**src/rtl/data_align.sv**
```systemverilog
// ----------------------------------------------------------------------------
// data_align: store-data lane aligner for the EX/MEM stage.
//
// Takes the store operand (rs2 value) and the byte-write mask from store
// decode and places the low byte / halfword / word into the byte lanes the
// mask selects, so the result can be written straight into data memory.
// Everything is registered with one cycle of latency.
//
// Ports
//   clk         in   1       sole clock, rising edge
//   rst_n       in   1       synchronous active-low reset
//   data_in     in   DATA_W  store operand (byte [7:0], half [15:0], word)
//   MEMWen      in   4       byte-write mask, bit k enables lane k
//   data_out    out  DATA_W  lane-aligned store data, registered
//   MEMWen_out  out  4       registered mask presented to memory
//   align_err   out  1       registered flag: MEMWen was non-canonical
//
// Non-canonical masks produce zero data and a zero mask so that a misaligned
// store becomes a no-op in memory; align_err lets trap/debug logic see it.
// ----------------------------------------------------------------------------
module data_align #(
    parameter int unsigned DATA_W = 32
) (
    input  logic              clk,
    input  logic              rst_n,
    input  logic [DATA_W-1:0] data_in,
    input  logic [3:0]        MEMWen,
    output logic [DATA_W-1:0] data_out,
    output logic [3:0]        MEMWen_out,
    output logic              align_err
);

    localparam int unsigned NumLanes = 4;

    // Decode results for the incoming mask.
    logic       mask_legal;
    logic [1:0] lane_off;   // lowest enabled lane = shift of the operand in bytes

    // Next-state values.
    logic [DATA_W-1:0] data_d;
    logic [3:0]        mask_d;
    logic              err_d;

    // Registered state.
    logic [DATA_W-1:0] data_q;
    logic [3:0]        mask_q;
    logic              err_q;

    // ------------------------------------------------------------------------
    // Mask decode. Only aligned byte, halfword and word masks (plus the empty
    // mask) are legal. For a legal mask the operand's byte 0 lands on the
    // lowest enabled lane, so that lane index is the byte shift.
    // ------------------------------------------------------------------------
    always_comb begin
        mask_legal = 1'b1;
        lane_off   = 2'd0;
        case (MEMWen)
            4'b0000: lane_off = 2'd0;  // no store
            4'b0001: lane_off = 2'd0;
            4'b0010: lane_off = 2'd1;
            4'b0100: lane_off = 2'd2;
            4'b1000: lane_off = 2'd3;
            4'b0011: lane_off = 2'd0;
            4'b1100: lane_off = 2'd2;
            4'b1111: lane_off = 2'd0;
            default: mask_legal = 1'b0;
        endcase
    end

    // ------------------------------------------------------------------------
    // Lane mux. Lane k takes operand byte (k - lane_off) when enabled; the
    // subtraction never wraps for a legal mask because enabled lanes are at or
    // above lane_off. Disabled lanes and all lanes of an illegal mask are zero.
    // ------------------------------------------------------------------------
    for (genvar k = 0; k < NumLanes; k++) begin : g_lane
        logic [1:0] src;
        assign src = 2'(k) - lane_off;
        assign data_d[8*k +: 8] = (mask_legal && MEMWen[k]) ? data_in[8*src +: 8] : 8'h00;
    end

    always_comb begin
        mask_d = mask_legal ? MEMWen : 4'h0;
        err_d  = ~mask_legal;
    end

    // ------------------------------------------------------------------------
    // Output registers, synchronous reset. The reset cycle's input is dropped.
    // ------------------------------------------------------------------------
    always_ff @(posedge clk) begin
        if (!rst_n) begin
            data_q <= '0;
            mask_q <= 4'h0;
            err_q  <= 1'b0;
        end else begin
            data_q <= data_d;
            mask_q <= mask_d;
            err_q  <= err_d;
        end
    end

    assign data_out   = data_q;
    assign MEMWen_out = mask_q;
    assign align_err  = err_q;

    // ------------------------------------------------------------------------
    // Structural invariants of the registered outputs.
    // ------------------------------------------------------------------------
    // An error always comes with a suppressed write.
    a_err_suppresses : assert property (@(posedge clk) align_err |-> (MEMWen_out == 4'h0 && data_out == '0));

    // Lanes not enabled in the presented mask never carry data.
    for (genvar k = 0; k < NumLanes; k++) begin : g_lane_chk
        a_lane_zero : assert property (@(posedge clk) !MEMWen_out[k] |-> data_out[8*k +: 8] == 8'h00);
    end

endmodule

```
**config.mk**
```make
export PLATFORM = sky130hd
export DESIGN_NAME = data_align
export DESIGN_NICKNAME = d
export VERILOG_FILES = /design/src/rtl/data_align.sv
export SDC_FILE = /design/constraint.sdc
export NUM_CORES = 1
export LEC_CHECK = 0
export ABC_CLOCK_PERIOD_IN_PS = 1200
export CAP_MARGIN = 20
export CELL_PAD_IN_SITES_DETAIL_PLACEMENT = 0
export CELL_PAD_IN_SITES_GLOBAL_PLACEMENT = 1
export CORE_MARGIN = 5
export CORE_UTILIZATION = 42
export CTS_BUF_LIST = sky130_fd_sc_hd__clkbuf_2
export DETAILED_ROUTE_END_ITERATION = 7
export DONT_BUFFER_PORTS = 1
export GPL_ROUTABILITY_DRIVEN = 1
export PLACE_DENSITY_LB_ADDON = 0.1
export SLEW_MARGIN = 0
export SYNTH_ARGS = -nofsm -noshare
export SYNTH_HDL_FRONTEND = slang
export SYNTH_SLANG_ARGS = --single-unit
```
**constraint.sdc**
```tcl
create_clock -name clk -period 1.2 [get_ports clk]
set_clock_uncertainty 0.05 [all_clocks]
set_input_delay 0 -clock clk [delete_from_list [all_inputs] [get_ports clk]]
set_output_delay 0 -clock clk [all_outputs]
set_load 0.03 [all_outputs]
```
# Word level (Yosys, flattened, before mapping)
# Index checks and enable logic that the tools add are counted.
# word_totals
register_bits	37
word_cells	36
# classes
n_reduce_logical	12
eq_ne	7
mux	2
bitwise_logic	1
n_addsub	4
shift	4
# op_table
operator	count
$shiftx A32 B6 Y8	4
$eq A4 B4 Y1 const B	3
$reduce_and A2 Y1	5
$eq A4 B2 Y1 const B	2
$reduce_or A8 Y1	1
$pmux W2 S3	1
$eq A4 B1 Y1 const B	1
$eq A4 B3 Y1 const B	1
$logic_and A1 B1 Y1	4
$logic_not A4 Y1	1
$sub A1 B2 Y2 const A	2
$sub A2 B2 Y2 const A	2
$reduce_or A2 Y1	1
$mux W1	1
$not A1 Y1	1

# Depth between registers and ports, before layout
# logic_depth
ltp_word	5
ltp_mapped	7
depth_no_buf	4

# Worst setup path after synthesis
# Ideal clock, no wire load.
# synth_path
path_type	input -> register
startpoint	in MEMWen[1]
endpoint	reg data_q[24], in the netlist data_out[24]
cell_stages	7
slack_ns	-0.092
t_arrival_ns	1.119
path_buffers	3
cell_sequence	buf_4 -> xnor2_1 -> or3_1 -> clkbuf_1 -> buf_4 -> a32oi_1 -> a21oi_1
# synth_via
elab_chain_len	5
elab_cells_between_ends	16
cone_classes	add/sub (1); eq/ne (7); shift (1); mux (2); reduce/logical (5)
# synth_rtl
element	line_no	text
start, declared	27	input logic [3:0] MEMWen,
$eq A4 B4 Y1, or another cell as far along	57	case (MEMWen)
$reduce_or A2 Y1 (no source line) / $reduce_or A8 Y1 (equally long branches)	n/a	
$pmux W2 S3 / $mux W1 (equally long branches)	57	
$sub A2 B2 Y2 / $logic_and A1 B1 Y1 (equally long branches)	77, 78	
$shiftx A32 B6 Y8 / $reduce_and A2 Y1 (equally long branches)	n/a	
end signal, assigned	95	data_q <= data_d;
end, declared	45	logic [DATA_W-1:0] data_q;
# Parallel ways exist; a longest one is shown, timed or not.
# A chain may end at the register's enable or synchronous reset.

# Final worst setup path
# layout_path
startpoint	in data_in[1]
endpoint	reg data_q[9], in the netlist data_out[9]
# layout_via
elab_chain_len	1
# layout_rtl
element	line_no	text
start, declared	26	input logic [DATA_W-1:0] data_in,
$shiftx A32 B6 Y8	78	assign data_d[8*k +: 8] = (mask_legal && MEMWen[k]) ? data_in[8*src +: 8] : 8'h00;
# Every way passes these cells.

==> reports/results.tsv <==
stage	metric	value	unit
drt	Vias/cell	5.780	
drt	ANT nets after route	0	
drt	WL met2	2.717	mm
sta	Final Hold Viols	8	
placement	pre-CTS setup slack	-0.01173	ns
finish	Area growth, synth to finish	49.40	%
synthesis	Synth area leaders	dfxtp_1 (47%), mux2i_1 (10%), a21oi_1 (5.4%)	
global_routing	grt total ovfl	0	
critical_path	WP data required	1.45	ns
synthesis	ys async rst share	0	%
synthesis	synthesized area per cell	9.154	um2
global_routing	largest net degree at the start of global routing	24	
clock_network	Post-CTS Setup Bufs	0	
synthesis	Synth Flop Type	dfxtp_1	
outcome	status	complete, but fails checks	
critical_path	CP max stage cell	dlygate4sd3_1	
outcome	violated checks	negative hold slack	
sta	share of the clock period used by the worst path	99.77	%
synthesis	Syn. warnings	0	
finish	Layout Nets	276	
sta	Max-slew headroom	53.59	%
placement	Port Buffers	0	
power_and_ir_drop	Pleak	0.9634	nW
synthesis	Commonest cells post-synth	dfxtp_1 (37), nand2_1 (20), a21oi_1 (17), mux2i_1 (16), nand3_1 (16)	
placement	RD Place Congestion	0.7940	
clock_network	CTS Buf Count	5	
die	Ports	75	
synthesis	syn_nets	209	
synthesis	top cell type's share of synthesized area	47.32	%
clock_network	clk sinks	37	
drt	Routed WL	5.592	mm
finish	layout cells sized above 1	8.368	%
synthesis	Netlist cell types	26	
sta	fin crit period	1.197	ns
power_and_ir_drop	Power per Cell Area	1007	mW/mm2
drt	top layer in use	met4	
die	Die Ht	71.05	um
sta	Final setup viols	0	
synthesis	EDFF count, synth	0	
synthesis	Netlist Area Pre-Place	0.001565	mm2
critical_path	max incr delay on CP	0.58	ns
drt	met1 WL	2.143	mm
synthesis	count leader, synth	dfxtp_1	
clock_network	Root Buffer	clkbuf_2	
synthesis	Seq cells post-synth	37	
synthesis	largest area contributor in the netlist	dfxtp_1	
drt	via count	1659	
clock_network	clk slew on worst S/H paths	0.19	ns
synthesis	Syn Inst Count	171	
critical_path	crit path kind	input port to flop	
sta	post-route setup slack	0.002818	ns
min_path	Hold/Removal Path Class	input port to flop	
sta	max-slew violation count	0	
global_routing	vias in the first global route	1724	
power_and_ir_drop	peak supply drop	0.5214	mV
critical_path	crit end category	flop	
global_routing	initial antenna violation count	0	
critical_path	Startpoint Class	input port	
clock_network	TritonCTS clock tree	built	
clock_network	Longest Clk Path Bufs	2	
drt	Starting DRT DRC Count	142	
die	Core Region	0.003633	mm2
drt	drt first pass iters	4	
global_routing	first-pass GRT wire length	8.735	mm
finish	final core occ	64.36	%
die	Starting Density	43.08	%
synthesis	Seq/Total Area, Yosys	47.32	%
sta	Tightest Pin Transition	0.6947	ns
finish	n_diodes	0	
drt	met3 wire len	558	um
die	row cnt	22	
critical_path	CP dominant cell by count	dlygate4sd3_1	
critical_path	Worst Path Max Fanout	3	
die	die area	0.005047	mm2
drt	DRC	0	
drt	routed len/inst	19.48	um
critical_path	crit-path cells	dlygate4sd3_1 -> nand2_1 -> dlygate4sd3_1 -> a31oi_1	
sta	Max Freq	835.3	MHz
die	Die Wd	71.05	um
critical_path	Critical Path AT	1.45	ns
finish	FILL cells	325	
job	Max Cap Viol	0	
placement	post-detail-place hpwl	3.199	mm
clock_network	CTS H-tree lvls	2	
global_routing	gr usage total	22.30	%
sta	hold slack final	-0.1538	ns
worst max-delay path, delay by kind of cell:
| family | cells | cell delay, ns |
|---|---|---|
| AO/OA/AOI/OAI | 1 | 0.24 |
| AND/OR/NAND/NOR | 1 | 0.06 |
| buffers and inverters | 2 | 1.15 |
kinds of logic after synthesis:
| kind of cell | count (synthesis) | share of synthesized area (%) |
|---|---|---|
| AOI/OAI and AO/OA | 54 | 22.38 |
| xor gates and xnor gates | 1 | 0.5597 |
| buffers and inverters | 18 | 5.755 |
| DFF | 37 | 47.32 |
| muxes | 16 | 10.23 |
| and+or+nand+nor | 45 | 13.75 |
routing by layer:
| metal | track usage [%] | up-vias |
|---|---|---|
| li1 | - | 767 |
| met2 | 36.87 | 116 |
| met4 | 9.603 | 0 |
| met5 | 0 | - |
| met3 | 8.097 | 20 |
| met1 | 25.88 | 756 |
path summary, 6_finish.rpt:
check  startpoint            to  cells after the start
min     MEMWen[2]  data_out[30]                      3
max    data_in[1]   data_out[9]                      4
cells in the final DEF (no fill, tap or decap):
cell type	instances
or2_2	1
and4_1	1
o21ai_1	1
dfxtp_1	37
clkbuf_2	6
nor3b_1	1
a31oi_1	9
buf_12	1
nor2_1	1
a22o_1	8
buf_6	1
o22ai_1	8
clkinv_2	2
or3_1	1
nor3_2	1
a21oi_1	17
o21ai_0	3
o21bai_1	1
nor2b_1	2
a32oi_1	7
nor3_1	1
dlygate4sd3_1	66
nand2_1	20
buf_4	7
nand3_1	16
inv_1	3
mux2i_1	16
xnor2_2	1
layout make-up:
cell class | instances | area, um2 | area share, %
timing repair buffer | 75 | 744.5 | 31.84
multi-input combinational | 116 | 742.0 | 31.73
sequential | 37 | 740.7 | 31.67
tap | 48 | 60.06 | 2.568
clock buffer | 6 | 30.03 | 1.284
inverter | 3 | 11.26 | 0.4815
clock inverter | 2 | 10.01 | 0.4280
report_power, final:
group / switching, mW / leakage (nW) / internal (mW)
logic: 0.194 / 0.630 / 0.239
clock network: 0.415 / 0.0327 / 0.146
registers: 0.0927 / 0.301 / 1.27
total: 0.701 / 0.963 / 1.65
repair_timing:
action,in CTS,in global routing
endpoints found under the hold margin,37,11
endpoints found under the setup margin,0,1
gates resized for setup,0,1
hold buffers,64,2
per-stage QoR:
stage / setup TNS [ns] / total power, mW / std cells / area [um2] / hold WS [ns]
final: 0 / 2.356 / 287 / 2338 / -0.1538
after global routing: -0.008402 / 2.480 / 287 / 2338 / -0.1748
after CTS: 0 / 2.351 / 285 / 2315 / -0.1669
after detailed placement: -0.01521 / 1.638 / 213 / 1634 / 0.07727
after global placement: 0 / 1.633 / 213 / 1634 / 0.07268
after floorplan: -0.5303 / 1.604 / 171 / 1585 / 0.09770
state kept, by name (all words and copies together) (netlist names):
name        flops
MEMWen_out      4
data_out       32
align_err       1
(Power assumes the default switching activity.)
